[src/rtl/msd_seq_mac.sv]
// Iterative MSD signed-digit multiply/multiply-accumulate: D multiplier digits per CALC cycle, carry-free redundant accumulator.
// Optional MSD_CONV_EN adds a CONV cycle and a two's-complement result_bin_o port.
module msd_seq_mac #(
  parameter int X = 33,
  parameter int Y = 33,
  parameter int D = 4,
  parameter int G = 4
) (
  input  logic                 clk_i,
  input  logic                 rst_i,
  input  logic                 in_valid_i,
  output logic                 in_ready_o,
  input  logic [2*X-1:0]       in1_i,
  input  logic [2*Y-1:0]       in2_i,
  input  logic                 acc_en_i,
  input  logic                 neg_en_i,
  output logic                 out_valid_o,
  input  logic                 out_ready_i,
  output logic [2*(X+Y+G)-1:0] result_o
`ifdef MSD_CONV_EN
  ,
  output logic [X+Y+G:0]       result_bin_o
`endif
);

  localparam int W  = X + Y + G;
  localparam int N  = (Y + D - 1) / D;
  localparam int MP = N * D;
  localparam int CW = $clog2(N + 1);
  localparam logic [2*W-1:0]  ZW = {W{2'b10}};
  localparam logic [2*MP-1:0] ZM = {MP{2'b10}};

  typedef enum logic [1:0] {S_IDLE, S_CALC, S_CONV, S_DONE} state_t;

  function automatic logic dp(input logic [1:0] c);
    return c[1] & c[0];
  endfunction

  function automatic logic dn(input logic [1:0] c);
    return ~c[1] & c[0];
  endfunction

  function automatic logic [1:0] enc(input logic p, input logic n);
    return p ? 2'b11 : (n ? 2'b01 : 2'b10);
  endfunction

  function automatic logic [1:0] dmul(input logic [1:0] a, input logic [1:0] b);
    return enc((dp(a) & dp(b)) | (dn(a) & dn(b)), (dp(a) & dn(b)) | (dn(a) & dp(b)));
  endfunction

  // Radix-2 carry-free SD add: the transfer out of digit i is chosen from the
  // signs of digit i-1 so that interim + incoming transfer stays in {-1,0,+1}.
  // The transfer out of the top digit is dropped, giving modulo-2^W wrap.
  function automatic logic [2*W-1:0] sd_add(input logic [2*W-1:0] a, input logic [2*W-1:0] b);
    logic [W-1:0]   tp, tn, wp, wn;
    logic           nprev;
    int             s, z;
    logic [2*W-1:0] r;
    tp = '0; tn = '0; wp = '0; wn = '0; nprev = 1'b1; r = ZW;
    for (int i = 0; i < W; i++) begin
      s = int'(dp(a[2*i+:2])) + int'(dp(b[2*i+:2])) - int'(dn(a[2*i+:2])) - int'(dn(b[2*i+:2]));
      if (s == 2) begin
        if (i < W-1) tp[i+1] = 1'b1;
      end else if (s == -2) begin
        if (i < W-1) tn[i+1] = 1'b1;
      end else if (s == 1) begin
        if (nprev) begin
          if (i < W-1) tp[i+1] = 1'b1;
          wn[i] = 1'b1;
        end else wp[i] = 1'b1;
      end else if (s == -1) begin
        if (nprev) wn[i] = 1'b1;
        else begin
          if (i < W-1) tn[i+1] = 1'b1;
          wp[i] = 1'b1;
        end
      end
      nprev = !dn(a[2*i+:2]) && !dn(b[2*i+:2]);
    end
    for (int i = 0; i < W; i++) begin
      z = int'(wp[i]) - int'(wn[i]) + int'(tp[i]) - int'(tn[i]);
      r[2*i+:2] = enc(z > 0, z < 0);
    end
    return r;
  endfunction

  state_t          state_q;
  logic [CW-1:0]   cnt_q;
  logic [2*W-1:0]  acc_q, pp_q, mc_q;
  logic [2*MP-1:0] mp_q;
  logic            out_valid_q;
  logic [2*W-1:0]  acc_d, pp_d, pj, mc_init_d, mc_sh_d;
  logic [2*MP-1:0] mp_init_d, mp_sh_d;
  logic            accept;

  assign in_ready_o  = (state_q == S_IDLE) || (state_q == S_DONE && out_ready_i);
  assign accept      = in_valid_i && in_ready_o;
  assign out_valid_o = out_valid_q;
  assign result_o    = acc_q;

  // Multiplicand is stored pre-negated and shifted left D digits per cycle;
  // multiplier shifts right so its low D digits always select the next group.
  always_comb begin
    mc_init_d = ZW;
    for (int i = 0; i < X; i++)
      mc_init_d[2*i+:2] = neg_en_i ? enc(dn(in1_i[2*i+:2]), dp(in1_i[2*i+:2]))
                                   : enc(dp(in1_i[2*i+:2]), dn(in1_i[2*i+:2]));
    mp_init_d = ZM;
    for (int i = 0; i < Y; i++) mp_init_d[2*i+:2] = in2_i[2*i+:2];
    mc_sh_d = ZW;
    for (int i = D; i < W; i++) mc_sh_d[2*i+:2] = mc_q[2*(i-D)+:2];
    mp_sh_d = ZM;
    for (int i = 0; i < MP - D; i++) mp_sh_d[2*i+:2] = mp_q[2*(i+D)+:2];
    pp_d = ZW;
    pj   = ZW;
    for (int j = 0; j < D; j++) begin
      pj = ZW;
      for (int i = j; i < W; i++) pj[2*i+:2] = dmul(mc_q[2*(i-j)+:2], mp_q[2*j+:2]);
      pp_d = (j == 0) ? pj : sd_add(pp_d, pj);
    end
    acc_d = sd_add(acc_q, pp_q);
  end

`ifdef MSD_CONV_EN
  logic [W-1:0] acc_p, acc_n;
  logic [W:0]   bin_q, bin_d;
  always_comb begin
    acc_p = '0;
    acc_n = '0;
    for (int i = 0; i < W; i++) begin
      acc_p[i] = dp(acc_q[2*i+:2]);
      acc_n[i] = dn(acc_q[2*i+:2]);
    end
    bin_d = {1'b0, acc_p} - {1'b0, acc_n};
  end
  assign result_bin_o = bin_q;
`endif

  // The group sum formed in cycle k is folded into acc in cycle k+1, so CALC
  // runs N+1 cycles and keeps the two adder chains in separate stages.
  always_ff @(posedge clk_i) begin
    if (rst_i) begin
      state_q     <= S_IDLE;
      cnt_q       <= '0;
      acc_q       <= ZW;
      pp_q        <= ZW;
      mc_q        <= ZW;
      mp_q        <= ZM;
      out_valid_q <= 1'b0;
`ifdef MSD_CONV_EN
      bin_q       <= '0;
`endif
    end else begin
      case (state_q)
        S_CALC: begin
          acc_q <= acc_d;
          pp_q  <= pp_d;
          mc_q  <= mc_sh_d;
          mp_q  <= mp_sh_d;
          cnt_q <= cnt_q + CW'(1);
          if (cnt_q == CW'(N)) begin
`ifdef MSD_CONV_EN
            state_q     <= S_CONV;
`else
            state_q     <= S_DONE;
            out_valid_q <= 1'b1;
`endif
          end
        end
`ifdef MSD_CONV_EN
        S_CONV: begin
          bin_q       <= bin_d;
          state_q     <= S_DONE;
          out_valid_q <= 1'b1;
        end
`endif
        S_DONE: begin
          if (out_ready_i) begin
            state_q     <= S_IDLE;
            out_valid_q <= 1'b0;
          end
        end
        default: ;
      endcase
      if (accept) begin
        state_q     <= S_CALC;
        cnt_q       <= '0;
        acc_q       <= acc_en_i ? acc_q : ZW;
        pp_q        <= ZW;
        mc_q        <= mc_init_d;
        mp_q        <= mp_init_d;
        out_valid_q <= 1'b0;
      end
    end
  end

endmodule

[config.mk]
export PLATFORM = sky130hd
export DESIGN_NAME = msd_seq_mac
export DESIGN_NICKNAME = d
export VERILOG_FILES = /design/src/rtl/msd_seq_mac.sv
export SDC_FILE = /design/constraint.sdc
export NUM_CORES = 2
export LEC_CHECK = 0
export ABC_AREA = 1
export BUFFER_PORTS_ARGS = -buffer_cell sky130_fd_sc_hd__buf_2
export CAP_MARGIN = 20
export CORE_MARGIN = 2
export CORE_UTILIZATION = 35
export DETAILED_ROUTE_END_ITERATION = 16
export GPL_ROUTABILITY_DRIVEN = 0
export HOLD_SLACK_MARGIN = 0.1
export SLEW_MARGIN = 20
export SYNTH_ARGS = -nofsm -noshare
export SYNTH_HDL_FRONTEND = slang
export SYNTH_SLANG_ARGS = --single-unit
[constraint.sdc]
create_clock -name clk_i -period 12.5 [get_ports clk_i]
set_input_delay 1.25 -clock clk_i [delete_from_list [all_inputs] [get_ports clk_i]]
set_output_delay 1.25 -clock clk_i [all_outputs]
set_load 0.02 [all_outputs]
======== After elaboration in Yosys (flattened, before gate mapping) ========
Index checks and enable logic that the tools add are counted.
storage, ports and cells
  register bits after elaboration ......... 493
  input port bits ......................... 138
  output and inout bits ................... 142
  logic and storage cells ................. 13,521
cells by class
  add/subtract/negate cells ............... 1,661
  $lt $le $gt $ge ......................... 560
  eq/ne operators ......................... 1,128
  muxes and demuxes ....................... 5,715
  bitwise gates (word level) .............. 3,627
  reduce and logical (&&, ||, !) cells .... 821
operator list
  kind                                                                              count
  1-bit two-way mux                                                                 4,431
  2-bit two-way mux                                                                 1,275
  1-bit bitwise AND                                                                 2,418
  3-bit by 2-bit subtractor with 4-bit output                                       550
  4-bit by 2-bit equality test with 1-bit output (second input constant)            548
  4-bit by 1-bit greater-than comparator with 1-bit output (second input constant)  276
  4-bit by 1-bit < comparator with 1-bit output (second input constant)             276
  4-bit by 1-bit equality test with 1-bit output (second input constant)            274
  4-bit by 3-bit equality test with 1-bit output (second input constant)            274
  2-bit by 2-bit adder with 3-bit output                                            276
  2-bit by 1-bit subtractor with 3-bit output                                       274
  1-bit NOT                                                                         661
  1-bit by 1-bit subtractor with 2-bit output                                       282
  1-bit by 1-bit adder with 2-bit output                                            274
  1-bit bitwise OR                                                                  548
  1-bit logical NOT                                                                 540
  140-bit two-way mux                                                               3
  1-bit logical AND                                                                 272
  66-bit two-way mux                                                                4
  2-bit equality test (second input constant)                                       13
  2-bit by 3-bit equality test with 1-bit output (second input constant)            6
  2-bit by 1-bit equality test with 1-bit output (second input constant)            7
  2-bit by 1-bit greater-than comparator with 1-bit output (second input constant)  4
  2-bit by 1-bit < comparator with 1-bit output (second input constant)             4
  other kinds (14)                                                                  22

======== Depth between registers and ports, before layout ========
  word-level depth ........................ 51
  depth in mapped cells ................... 60
  gate-level depth less buffers ........... 59

======== Worst setup path after synthesis ========
No wires, ideal clock.
  path kind ............................... reg-to-reg
  from .................................... register mp_q[2]
  to ...................................... register pp_q[86]
  setup time .............................. 0.124 ns
  arrival ................................. 10.030 ns
  data required time ...................... 12.376 ns
  setup slack ............................. 2.346 ns
  stages on the path, launching flop included .. 52
  path buffers ............................ 3
  clock period less this slack ............ 10.154 ns
  cell sequence ........................... dfxtp_1 inv_1 nor2_1 buf_2 buf_2 clkbuf_1 a22oi_1 ha_1 inv_1 ha_1 inv_1 ha_1 inv_1 fa_1 inv_1 or2_2 nor2_1 fa_1 [... 16 more ...] inv_1 fa_1 ha_1 inv_1 ha_1 inv_1 ha_1 fa_1 inv_1 nor2_1 nor2_1 nor3_1 fa_1 inv_1 ha_1 fa_1 nor4_1 nor3_2
on the way
  cells in the longest elaborated chain, start to end .. 50
  elaborated cells on any way between the ends .. 424
  those cells by class .................... 63 x add/sub; 18 x order compare; 48 x eq/ne; 185 x mux; 86 x bitwise; 24 x reduce/logical
RTL lines
  what                                                                                     RTL line  source
  start, declared                                                                          90        logic [2*MP-1:0] mp_q;
  start signal, assigned                                                                   159       mp_q <= mp_sh_d;
  start signal, assigned                                                                   191       mp_q <= mp_init_d;
  1-bit bitwise AND (on tied branches)                                                     40, 36
  1-bit bitwise AND                                                                        48        return enc((dp(a) & dp(b)) | (dn(a) & dn(b)), (dp(a) & dn(b)) | (dn(a) & dp(b)));
  1-bit bitwise OR                                                                         48
  2-bit two-way mux (2 in a row)                                                           44        return p ? 2'b11 : (n ? 2'b01 : 2'b10);
  1-bit bitwise AND / 1-bit NOT (equally long branches)                                    36, 40
  1-bit by 1-bit adder with 2-bit output / 1-bit bitwise AND (equally long branches)       61, 40
  2-bit by 1-bit subtractor with 3-bit output / 1-bit logical NOT (equally long branches)  61, 78
  3-bit by 2-bit subtractor with 4-bit output / 1-bit logical AND (equally long branches)  61, 78
  [... 33 more ...]                                                                        --
  1-bit two-way mux                                                                        64        end else if (s == -2) begin
  1-bit two-way mux                                                                        62        if (s == 2) begin
  1-bit by 1-bit subtractor with 2-bit output                                              81        z = int'(wp[i]) - int'(wn[i]) + int'(tp[i]) - int'(tn[i]);
  2-bit by 2-bit adder with 3-bit output                                                   81
  3-bit by 2-bit subtractor with 4-bit output (*)                                          81
  4-bit by 1-bit < comparator with 1-bit output                                            82        r[2*i+:2] = enc(z > 0, z < 0);
  2-bit two-way mux                                                                        44
  2-bit two-way mux (*)                                                                    44
  end signal, assigned                                                                     157       pp_q <= pp_d;
  end, declared                                                                            89        logic [2*W-1:0] acc_q, pp_q, mc_q;
Mark *: on every way between the ends. The rest lies on a longest branch, timed or not.
A chain may end at the register's enable or synchronous reset.

======== Worst setup path in the final report ========
  from .................................... register mp_q[1]
  to ...................................... register pp_q[138]
on the way
  cells in the longest elaborated chain, start to end .. 51
  elaborated cells on any way between the ends .. 425
  those cells by class .................... 63 x add/sub; 18 x order compare; 48 x eq/ne; 185 x mux; 87 x bitwise; 24 x reduce/logical
RTL lines
  what                                                                                     RTL line  source
  1-bit NOT                                                                                40        return ~c[1] & c[0];
  1-bit bitwise AND                                                                        40
  1-bit bitwise AND                                                                        48
  1-bit bitwise OR                                                                         48
  2-bit two-way mux (2 in a row)                                                           44
  1-bit bitwise AND, or another cell as far along                                          36        return c[1] & c[0];
  1-bit by 1-bit adder with 2-bit output, or another cell as far along                     61        s = int'(dp(a[2*i+:2])) + int'(dp(b[2*i+:2])) - int'(dn(a[2*i+:2])) - int'(dn(b[2*i+:2]));
  2-bit by 1-bit subtractor with 3-bit output / 1-bit logical NOT (equally long branches)  61, 78
  [... 34 more ...]                                                                        --
  1-bit two-way mux                                                                        64
  1-bit two-way mux                                                                        62
  1-bit by 1-bit subtractor with 2-bit output                                              81
  2-bit by 2-bit adder with 3-bit output                                                   81
  3-bit by 2-bit subtractor with 4-bit output (*)                                          81
  4-bit by 1-bit < comparator with 1-bit output                                            82
  2-bit two-way mux                                                                        44
  2-bit two-way mux (*)                                                                    44
Marked as above.

==> results_dict.tcl <==
set metrics [dict create \
    status "finished, final reports clean" \
    ys_async_sr_fraction 0 \
    final_util 0.380 \
    synth_cells 12800 \
    numCtsBuffers 71 \
    drt_first_pass_iters 6 \
    final_cell_mix "inv_1 (3344), nand2_1 (2037), ha_1 (1634), nor2_1 (1457), fa_1 (643)" \
    place_inst 16200 \
    drc 0 \
    clockBufferDepth 3 \
    cap_violations 0 \
    syn_to_final_growth_pct 8.04 \
    max_freq_mhz 90.8 \
    layoutNonFillerInstCount 16300 \
    rsz0062_at_grt "false" \
    hold_path.class "flop to flop" \
    crit_type "flop to flop" \
    grt_pass1_vias 70400 \
    cts_tree "yes" \
    die_h_um 503 \
    pin_count 280 \
    final-setup-viol-count 0 \
    crit_top_cell "inv_1" \
    yosys_most_used_dff "dfxtp_1" \
    critPathMaxStageDelay_ns 0.65 \
    synth_edf_count 0 \
    clockRootBuffer "clkbuf_16" \
    multi_input_area_um2 63500 \
    cts-resized-gates 0 \
    die_w_um 503 \
    skew_ns 0.0420 \
    drive_above_1_share 0.0435 \
    slew_viol_final 0 \
    switching_power_mw 3.78 \
    grt_max_degree 137 \
    swShare 0.448 \
    seq_area_um2 9850 \
    relSlewSlack 0.285 \
    ys_warn_count 0 \
    start_kind "flop" \
    clock_latency_ns 0.72 \
    die_area_um2 253000 \
    worst_pin_slew_ns 1.07 \
    final_common_cell "inv_1" \
    drt-vias-per-instance 4.63 \
    antenna_left 0 \
    cts_setup_buffers 0 \
    coreArea_um2 248000 \
    fin_setup_tns_ns 0 \
    p_comb_frac 0.527 \
    layout_min_cycle_time_ns 11.01 \
    ctsHoldBuffers 0 \
    finalHoldViolCount 0 \
    grt-ovfl-total 0 \
    initial_core_util 0.352 \
    vias 75400 \
    cpMaxStageDelayCell "buf_4" \
    n_fill_cell 26600 \
    seq_area_frac_synth 0.113 \
    wirelength_um 205000 \
    path_clk_slew_ns 0.06 \
    clkSinkCount 492 \
    p_clk_frac 0.246 \
    arrival_ns 11.59 \
    synth-seq-cells 492 \
    antenna_found_initial 9 \
    drtIter0Drc 3397 \
    grt_usage 0.162 \
    num_rows 183 \
    intPower_mw 4.67 \
    critPathCaptureType "flop" \
    ir_drop_mv 0.0979 \
    critPathMaxFanout 43 \
    critical_path_buf_inv_count 19 \
    critical_path_required_ns 13.07 \
    htree_levels 3 \
    p_leak_nw 53.5 \
    io_buffer_count 279 \
    finalCritPeriodShare 0.881 \
    dpl.hpwl_um 165000 \
    syn_area_um2 87300 \
    crit_family "adder cells" \
    powerDensity_nw_per_um2 89.7 \
    syn_avg_cell_area_um2 6.80 \
    num-nets-final 15300 \
    yosysUniqueCellTypes 42 \
    wl_per_cell_um 12.6 \
    p_seq_frac 0.227 \
    grt_pass1_wl_um 343000 \
]
==> metal layers <==
metal	up-vias	part of all wire	track usage
met5	-	0.00030	0
met4	10	0.031	0.0494
met3	210	0.032	0.0159
met2	909	0.46	0.277
met1	34200	0.48	0.216
li1	40100	-	-
==> path summary, 6_finish.rpt <==
kind / startpoint / to / slack, ns / cells after the start
worst min-delay path: mp_q[33] / mp_q[25] / 0.47 / 2
worst max-delay path: mp_q[1] / pp_q[138] / 1.49 / 53
worst min register to register: mp_q[33] / mp_q[25] / 0.47 / 2
worst max register to register: mp_q[1] / pp_q[138] / 1.49 / 53
==> per-stage QoR <==
stage	total power [mW]	setup WS (ns)	cell area [µm²]	hold slack [ns]
global route	9.49	0.735	94300	0.496
floorplan	5.38	2.35	87300	0.449
finish	8.45	1.49	94300	0.475
global placement	6.38	1.31	91900	0.458
detailed placement	6.46	1.39	91900	0.462
CTS	8.63	1.34	94300	0.476
==> worst register-to-register path: cells and delay by family (launching register included) <==
| kind | cells | cell delay [ns] |
|---|---|---|
| fa+ha+maj | 21 | 6.25 |
| buf+inv | 19 | 2.10 |
| simple gates | 12 | 1.85 |
| compound gates | 1 | 0.20 |
| flops | 1 | 0.50 |
==> power groups by stage <==
| stage | Clock [mW] | Sequential [mW] | Combinational, mW |
|---|---|---|---|
| floorplan | 0 | 1.97 | 3.42 |
| global route | 2.20 | 1.95 | 5.34 |
| detailed placement | 0 | 1.96 | 4.50 |
| finish | 2.08 | 1.92 | 4.46 |
| CTS | 2.16 | 1.92 | 4.55 |
| global placement | 0 | 1.96 | 4.42 |
==> area by class of cell <==
class	count	share of cell area
antenna	3	0.0000796
timing repair buffer	325	0.0196
tap	3330	0.0442
inverter	3351	0.134
sequential	492	0.104
multi-input combinational	8659	0.673
clock buffer	96	0.0218
clock inverter	29	0.00315
==> flip-flops by register name, indices dropped and copies added (netlist names) <==
name,count
mp_q,66
result_o,140
pp_q,140
cnt_q,4
mc_q,140
state_q,2
==> synth_stat cells (3+ instances only) <==
| cell type | n | area share |
|---|---|---|
| inv_1 | 3346 | 0.14 |
| nand2_1 | 2043 | 0.088 |
| ha_1 | 1634 | 0.23 |
| nor2_1 | 1459 | 0.063 |
| fa_1 | 643 | 0.15 |
| a21oi_1 | 620 | 0.036 |
| nand3_1 | 611 | 0.035 |
| dfxtp_1 | 492 | 0.11 |
| o21ai_0 | 296 | 0.017 |
| nor3_1 | 252 | 0.014 |
| a22oi_1 | 198 | 0.017 |
| o22ai_1 | 175 | 0.013 |
| clkbuf_1 | 154 | 0.0066 |
| nand3b_1 | 150 | 0.013 |
| buf_2 | 123 | 0.0071 |
| o211ai_1 | 76 | 0.0065 |
| nor4_1 | 68 | 0.0049 |
| o31ai_1 | 65 | 0.0056 |
| xnor2_1 | 62 | 0.0062 |
| nand4_1 | 58 | 0.0042 |
| or2_2 | 52 | 0.0037 |
| buf_1 | 48 | 0.0021 |
| xor2_1 | 47 | 0.0047 |
| nor3_2 | 46 | 0.0053 |
| o21bai_1 | 15 | 0.0013 |
| nor2b_1 | 14 | 0.0010 |
| or3_1 | 14 | 0.0010 |
| nor3b_1 | 13 | 0.0011 |
| o21ai_1 | 10 | 0.00057 |
| a21o_1 | 9 | 0.00077 |
| a31oi_1 | 9 | 0.00065 |
| o21a_1 | 8 | 0.00069 |
| buf_6 | 6 | 0.00077 |
| inv_2 | 5 | 0.00022 |
| buf_4 | 3 | 0.00026 |
==> cells by family (layout without fill, tap and decap cells) <==
family / after synthesis / after routing / share of synthesized area
other: 2 / 6 / 0.0000861
AND/OR/NAND/NOR: 4787 / 4787 / 0.235
XOR/XNOR: 109 / 109 / 0.0109
flip-flops: 492 / 492 / 0.113
adder cells (fa/ha/maj): 2277 / 2277 / 0.382
buffers and inverters: 3685 / 3801 / 0.161
AO/OA/AOI/OAI: 1483 / 1483 / 0.0985
Note: power is estimated with default switching activity, not from simulation.
